$ cat src/rtl/spi_sensor_if.sv
// Bundle for the SPI pins and the sample-push side of the sensor responder.
// The master modport drives the pins and samples; the slave modport is the responder.
interface spi_sensor_if #(
  parameter int DATA_WIDTH = 16,
  parameter int FIFO_DEPTH = 8
);
  localparam int LW = $clog2(FIFO_DEPTH) + 1;

  logic                  sck;
  logic                  cs_n;
  logic                  mosi;
  logic                  miso;
  logic                  miso_oe;
  logic [DATA_WIDTH-1:0] sample_data;
  logic                  sample_valid;
  logic                  sample_ready;
  logic [LW-1:0]         fifo_level;
  logic                  xfer_done;
  logic                  overflow;
  logic                  underrun;

  modport master (
    output sck, cs_n, mosi, sample_data, sample_valid,
    input  miso, miso_oe, sample_ready, fifo_level, xfer_done, overflow, underrun
  );

  modport slave (
    input  sck, cs_n, mosi, sample_data, sample_valid,
    output miso, miso_oe, sample_ready, fifo_level, xfer_done, overflow, underrun
  );
endinterface

$ cat src/rtl/spi_sensor_responder.sv
// Mode-0 SPI slave that serves locally produced samples from a FIFO.
// SPI pins are oversampled in the clk domain; command effects commit only on a full frame.
module spi_sensor_responder #(
  parameter int DATA_WIDTH  = 16,
  parameter int FIFO_DEPTH  = 8,
  parameter int SYNC_STAGES = 2
) (
  input logic         clk,
  input logic         rst,
  spi_sensor_if.slave bus
);
  localparam int AW = $clog2(FIFO_DEPTH);
  localparam int LW = AW + 1;
  localparam int CW = $clog2(DATA_WIDTH);

  localparam logic [1:0] S_IDLE = 2'd0;
  localparam logic [1:0] S_CMD  = 2'd1;
  localparam logic [1:0] S_RESP = 2'd2;
  localparam logic [1:0] S_DONE = 2'd3;

  localparam logic [7:0] CMD_READ_SAMPLE = 8'h01;
  localparam logic [7:0] CMD_READ_STATUS = 8'h02;

  // Synchronizers, reset to the idle bus state (sck low, cs_n high)
  logic [SYNC_STAGES-1:0] sck_sync_q, cs_sync_q, mosi_sync_q;
  logic                   sck_prev_q;
  logic                   sck_s, cs_s, mosi_s, sck_rise, sck_fall;

  always_ff @(posedge clk or posedge rst) begin
    if (rst) begin
      sck_sync_q  <= '0;
      cs_sync_q   <= '1;
      mosi_sync_q <= '0;
      sck_prev_q  <= 1'b0;
    end else begin
      sck_sync_q  <= {sck_sync_q[SYNC_STAGES-2:0], bus.sck};
      cs_sync_q   <= {cs_sync_q[SYNC_STAGES-2:0], bus.cs_n};
      mosi_sync_q <= {mosi_sync_q[SYNC_STAGES-2:0], bus.mosi};
      sck_prev_q  <= sck_sync_q[SYNC_STAGES-1];
    end
  end

  assign sck_s    = sck_sync_q[SYNC_STAGES-1];
  assign cs_s     = cs_sync_q[SYNC_STAGES-1];
  assign mosi_s   = mosi_sync_q[SYNC_STAGES-1];
  assign sck_rise = sck_s & ~sck_prev_q;
  assign sck_fall = ~sck_s & sck_prev_q;

  // Sample FIFO
  logic [DATA_WIDTH-1:0] mem_q [FIFO_DEPTH];
  logic [AW-1:0]         wptr_q, rptr_q;
  logic [LW-1:0]         level_q, level_d;
  logic                  ready_q;
  logic                  push, pop;

  assign push    = bus.sample_valid & ready_q;
  assign level_d = level_q + LW'(push) - LW'(pop);

  always_ff @(posedge clk or posedge rst) begin
    if (rst) begin
      wptr_q  <= '0;
      rptr_q  <= '0;
      level_q <= '0;
      ready_q <= 1'b1;
    end else begin
      if (push) wptr_q <= wptr_q + 1'b1;
      if (pop)  rptr_q <= rptr_q + 1'b1;
      level_q <= level_d;
      ready_q <= (level_d != LW'(FIFO_DEPTH));
    end
  end

  always_ff @(posedge clk) begin
    if (push) mem_q[wptr_q] <= bus.sample_data;
  end

  // Frame FSM
  logic [1:0]            state_q, state_d;
  logic [CW-1:0]         cnt_q, cnt_d;
  logic [7:0]            cmd_q, cmd_d, cmd_next;
  logic [DATA_WIDTH-1:0] shift_q, shift_d, resp_w, status_w;
  logic                  had_q, had_d;
  logic                  done_q, done_d;
  logic                  ovf_q, ovf_d, unr_q, unr_d;
  logic                  unr_set, stat_clr;

  assign cmd_next = {cmd_q[6:0], mosi_s};

  // Status: overflow in the MSB, underrun below it, occupancy in the LSBs
  always_comb begin
    status_w                 = '0;
    status_w[LW-1:0]         = level_q;
    status_w[DATA_WIDTH-1]   = ovf_q;
    status_w[DATA_WIDTH-2]   = unr_q;
    case (cmd_next)
      CMD_READ_SAMPLE: resp_w = (level_q != '0) ? mem_q[rptr_q] : '0;
      CMD_READ_STATUS: resp_w = status_w;
      default:         resp_w = '1;
    endcase
  end

  always_comb begin
    state_d  = state_q;
    cnt_d    = cnt_q;
    cmd_d    = cmd_q;
    shift_d  = shift_q;
    had_d    = had_q;
    done_d   = 1'b0;
    pop      = 1'b0;
    unr_set  = 1'b0;
    stat_clr = 1'b0;
    if (cs_s) begin
      state_d = S_IDLE;
    end else begin
      case (state_q)
        S_IDLE: begin
          state_d = S_CMD;
          cnt_d   = '0;
        end
        S_CMD: begin
          if (sck_rise) begin
            cmd_d = cmd_next;
            if (cnt_q == CW'(7)) begin
              state_d = S_RESP;
              cnt_d   = '0;
              shift_d = resp_w;
              had_d   = (level_q != '0);
            end else begin
              cnt_d = cnt_q + 1'b1;
            end
          end
        end
        S_RESP: begin
          if (sck_rise) begin
            if (cnt_q == CW'(DATA_WIDTH - 1)) begin
              state_d = S_DONE;
              done_d  = 1'b1;
              if (cmd_q == CMD_READ_SAMPLE) begin
                pop     = had_q;
                unr_set = ~had_q;
              end else if (cmd_q == CMD_READ_STATUS) begin
                stat_clr = 1'b1;
              end
            end else begin
              cnt_d = cnt_q + 1'b1;
            end
          // The fall right after the load must keep the MSB on the wire
          end else if (sck_fall && cnt_q != '0) begin
            shift_d = {shift_q[DATA_WIDTH-2:0], 1'b0};
          end
        end
        default: ;
      endcase
    end
  end

  // A new event in the same cycle as a status-read clear wins
  always_comb begin
    ovf_d = ovf_q;
    unr_d = unr_q;
    if (stat_clr) begin
      ovf_d = 1'b0;
      unr_d = 1'b0;
    end
    if (bus.sample_valid && !ready_q) ovf_d = 1'b1;
    if (unr_set) unr_d = 1'b1;
  end

  always_ff @(posedge clk or posedge rst) begin
    if (rst) begin
      state_q <= S_IDLE;
      cnt_q   <= '0;
      cmd_q   <= '0;
      shift_q <= '0;
      had_q   <= 1'b0;
      done_q  <= 1'b0;
      ovf_q   <= 1'b0;
      unr_q   <= 1'b0;
    end else begin
      state_q <= state_d;
      cnt_q   <= cnt_d;
      cmd_q   <= cmd_d;
      shift_q <= shift_d;
      had_q   <= had_d;
      done_q  <= done_d;
      ovf_q   <= ovf_d;
      unr_q   <= unr_d;
    end
  end

  assign bus.miso_oe      = ~cs_s;
  assign bus.miso         = ~cs_s & (state_q == S_RESP || state_q == S_DONE) & shift_q[DATA_WIDTH-1];
  assign bus.sample_ready = ready_q;
  assign bus.fifo_level   = level_q;
  assign bus.xfer_done    = done_q;
  assign bus.overflow     = ovf_q;
  assign bus.underrun     = unr_q;
endmodule

$ cat src/flat_wrapper.sv
// flat-port wrapper written by rule: the top's interface ports become plain ports
module spi_sensor_responder_flat 
#(
  parameter int DATA_WIDTH  = 16,
  parameter int FIFO_DEPTH  = 8,
  parameter int SYNC_STAGES = 2
)
  (clk, rst, bus_sck, bus_cs_n, bus_mosi, bus_sample_data, bus_sample_valid, bus_miso, bus_miso_oe, bus_sample_ready, bus_fifo_level, bus_xfer_done, bus_overflow, bus_underrun);
  spi_sensor_if #(.DATA_WIDTH(DATA_WIDTH), .FIFO_DEPTH(FIFO_DEPTH)) bus_i ();
  input logic clk;
  input logic rst;
  input wire logic [$bits(bus_i.sck)-1:0] bus_sck;
  input wire logic [$bits(bus_i.cs_n)-1:0] bus_cs_n;
  input wire logic [$bits(bus_i.mosi)-1:0] bus_mosi;
  input wire logic [$bits(bus_i.sample_data)-1:0] bus_sample_data;
  input wire logic [$bits(bus_i.sample_valid)-1:0] bus_sample_valid;
  output wire logic [$bits(bus_i.miso)-1:0] bus_miso;
  output wire logic [$bits(bus_i.miso_oe)-1:0] bus_miso_oe;
  output wire logic [$bits(bus_i.sample_ready)-1:0] bus_sample_ready;
  output wire logic [$bits(bus_i.fifo_level)-1:0] bus_fifo_level;
  output wire logic [$bits(bus_i.xfer_done)-1:0] bus_xfer_done;
  output wire logic [$bits(bus_i.overflow)-1:0] bus_overflow;
  output wire logic [$bits(bus_i.underrun)-1:0] bus_underrun;
  assign bus_i.sck = bus_sck;
  assign bus_i.cs_n = bus_cs_n;
  assign bus_i.mosi = bus_mosi;
  assign bus_i.sample_data = bus_sample_data;
  assign bus_i.sample_valid = bus_sample_valid;
  assign bus_miso = bus_i.miso;
  assign bus_miso_oe = bus_i.miso_oe;
  assign bus_sample_ready = bus_i.sample_ready;
  assign bus_fifo_level = bus_i.fifo_level;
  assign bus_xfer_done = bus_i.xfer_done;
  assign bus_overflow = bus_i.overflow;
  assign bus_underrun = bus_i.underrun;
  spi_sensor_responder #(.DATA_WIDTH(DATA_WIDTH), .FIFO_DEPTH(FIFO_DEPTH), .SYNC_STAGES(SYNC_STAGES)) u_core (.clk(clk), .rst(rst), .bus(bus_i));
endmodule
$ cat config.mk
export PLATFORM = sky130hd
export DESIGN_NAME = spi_sensor_responder_flat
export DESIGN_NICKNAME = d
export VERILOG_FILES = /design/src/rtl/spi_sensor_if.sv /design/src/rtl/spi_sensor_responder.sv /design/src/flat_wrapper.sv
export SDC_FILE = /design/constraint.sdc
export NUM_CORES = 1
export LEC_CHECK = 0
export ABC_CLOCK_PERIOD_IN_PS = 2600
export CAP_MARGIN = 10
export CORE_MARGIN = 10
export CORE_UTILIZATION = 24
export CTS_BUF_LIST = sky130_fd_sc_hd__clkbuf_16
export CTS_CLUSTER_DIAMETER = 80
export DETAILED_ROUTE_END_ITERATION = 10
export GPL_ROUTABILITY_DRIVEN = 0
export SLEW_MARGIN = 20
export SYNTH_ARGS = -nofsm -noshare
export SYNTH_HDL_FRONTEND = slang
export SYNTH_SLANG_ARGS = --single-unit
$ cat constraint.sdc
create_clock -name clk -period 2.6 [get_ports clk]
set_input_delay 0.52 -clock clk [delete_from_list [all_inputs] [get_ports clk]]
set_output_delay 0.52 -clock clk [all_outputs]
set_load 0.02 [all_outputs]
==> out/results.ini <==
[cts]
cts.sink_count = 180
numCtsBuffers = 17
cts_max_path_buffers = 2
htree_num_levels = 4
root_buffer = clkbuf_16
clkTransAtPathRegs_ps = 70
clk_latency_ps = 430
hold_buffers = 0
cts_tree = yes

[synth]
yosys-top-cells-area = edfxtp_1, dfrtp_1, mux4_2
synthFlopType = edfxtp_1
synth-seq-cells = 180
synth_area_um2 = 7560
syn_inst = 467
yosysTopAreaCell = edfxtp_1
yosysSeqAreaShare_pct = 68.1
synthDistinctLibCells = 52
avgSynthCellArea_um2 = 16.2
synth_common_cells = edfxtp_1, dfrtp_1, mux2i_1
syn-num-nets = 504
yosysTopAreaCellShare_pct = 50.8
synthArstFlopShare_pct = 28.9
synth_edf_count = 128
yosys_warnings = 0
yosysMostFrequentCell = edfxtp_1

[drt]
dr_total_vias = 4083
first_iter_violations = 296
wirelength_um = 15800
avgViaCountPerCell = 4.37
ant_nets = 0
drcViolationCount = 0
drtPass1Iterations = 4
wl_per_cell_um = 16.8

[global_routing]
grt.met1_usage_pct = 10.9
track_usage_pct = 8.33
grt_overflow = 0
use_met3_pct = 2.37
grt_max_degree = 28
grt_first_pass_wirelength_um = 24800
busiest_layer = met2
antenna_found_initial = 0
grt_pass1_vias = 4264
gr-usage-met2_pct = 13.3

[critical_path]
ff2ff_setup_slack_ps = 90
r2r_cells = 11
worstPathRequired_ps = 2960
cp.arrival_ps = 2870
crit_path_end_kind = flop
worstPathMaxFanout = 2
crit_type = flop to flop
start_kind = flop

[die]
placementRows = 64
io_pins = 32
dieArea_um2 = 39000
die_h_um = 197
die_w_um = 197
start_util_pct = 24.5
core_um2 = 30800

[timing]
report.final.slew_viol_count = 0
period_minus_slack_ps = 2510
fin_skew_ps = 12.5
fmax_mhz = 399
tightest_slew_ps = 658
finalCritPeriodShare_pct = 96.5
hold_slack_ps = 355
fin_ws_ps = 90.7
setup_tns_ps = 0
relSlewSlack_pct = 55.6
setup_violations = 0
hold_viol = 0

[power]
cellLeakagePower_uw = 0.00314
p_per_area_nw_per_um2 = 750
max-vdd-ir-drop_mv = 0.335

[layout]
seq_area_um2 = 5150
multi_input_area_um2 = 2310
finalNetCount = 564
n_fill_cell = 3002
synthToLayoutAreaGrowth_pct = 21.6
n_antenna_cell = 0
drive_above_1_share_pct = 23.7
final_area_um2 = 9200

[min_path]
hold_path.class = flop to flop
hold_depth = 0

[run]
cap_violations = 0

[place]
dpl_cell_area_um2 = 8590
dp_slack_ps = 93.7
io_buffers = 31
dp_hpwl_um = 9910

[outcome]
status = finished, final reports clean

## sequential cells by signal, indices dropped and copies added, names as in the netlist, 2 cells and up
name                   cells
u_core.mem_q             128
u_core.sck_sync_q          2
u_core.rptr_q              3
u_core.mosi_sync_q         2
u_core.cmd_q               8
u_core.shift_q            16
u_core.bus.fifo_level      4
u_core.state_q             2
u_core.cnt_q               4
u_core.cs_sync_q           2
u_core.wptr_q              3
## metrics by stage
step           instances  power [uW]  utilization, %
6_report             935        6900            29.8
5_1_grt              935        7230            29.8
4_1_cts              932        6930            29.7
3_5_place_dp         901        4470            27.9
3_3_place_gp         901        4450            27.9
2_1_floorplan        467        4150               -
## placed cells by master (no fill, tap or decap), drive strengths merged, types with 2 or more instances in the layout
master	count
a31oi	7
edfxtp	128
clkdlybuf4s50	30
inv	25
nor2b	12
nor2	19
nor3	11
clkinv	7
nand3	10
ha	14
and2	2
o21ai	15
a211oi	2
xnor2	2
a21oi	3
buf	27
o21a	2
a221oi	9
nor4	3
mux2i	28
dfrtp	49
o211ai	3
xor2	4
a22oi	11
a21o	3
clkbuf	17
mux2	20
dfstp	3
nand2	23
mux4	21
nor3b	2
nand2b	12
## report_power, final
part | switching, uW | internal (uW) | total, uW
sequential | 126 | 3240 | 3370
clock | 1180 | 1270 | 2450
combinational | 618 | 459 | 1080
## final cells by class
class / instances / area share [%]
sequential: 180 / 56.0
clock buffer: 17 / 4.63
inverter: 18 / 0.735
clock inverter: 14 / 1.54
timing repair buffer: 58 / 6.64
tap: 396 / 5.39
multi-input combinational: 252 / 25.1
## per-layer routing
| metal | wire, um | up-vias |
|---|---|---|
| met2 | 7590 | 71 |
| met4 | 114 | 0 |
| met3 | 604 | 12 |
| li1 | - | 1909 |
| met5 | 0 | - |
| met1 | 7440 | 2091 |
## worst max-delay path, stage by stage, from the launching register on
cell and delay (ps):
dfrtp_1 390, inv_2 70, ha_2 190, and4bb_2 260
nand4_1 130, nor3_2 180, ha_1 260, inv_1 60
ha_2 180, fa_1 450, nor3_2 190, nand2_1 70
## cell families (layout without fill, tap and decap cells)
family,after synthesis,in the layout,synth area share [%]
fa+ha+maj,15,15,2.58
xor+xnor,6,6,0.695
flops,180,180,68.1
buf+inv,35,107,2.05
mux,69,69,12.9
simple gates,101,101,7.30
compound gates,61,61,6.32
## path summary, 6_finish.rpt
kind	to	startpoint
hold / removal	u_core.mosi_sync_q[1]	u_core.mosi_sync_q[0]
min in group asynchronous	u_core.cmd_q[4]	rst
max in group asynchronous	u_core.rptr_q[0]	rst
setup reg to reg	u_core.bus.sample_ready	u_core.state_q[0]
hold reg to reg	u_core.mosi_sync_q[1]	u_core.mosi_sync_q[0]
setup / recovery	u_core.bus.sample_ready	u_core.state_q[0]
## timing repair
item,4_1_cts,5_1_grt
pin swaps,0,4
hold endpoints to repair,0,0
endpoints found under the setup margin,1,2
setup buffers,0,2
resized for setup,2,4
No activity file was read; power rests on OpenSTA's default activity.
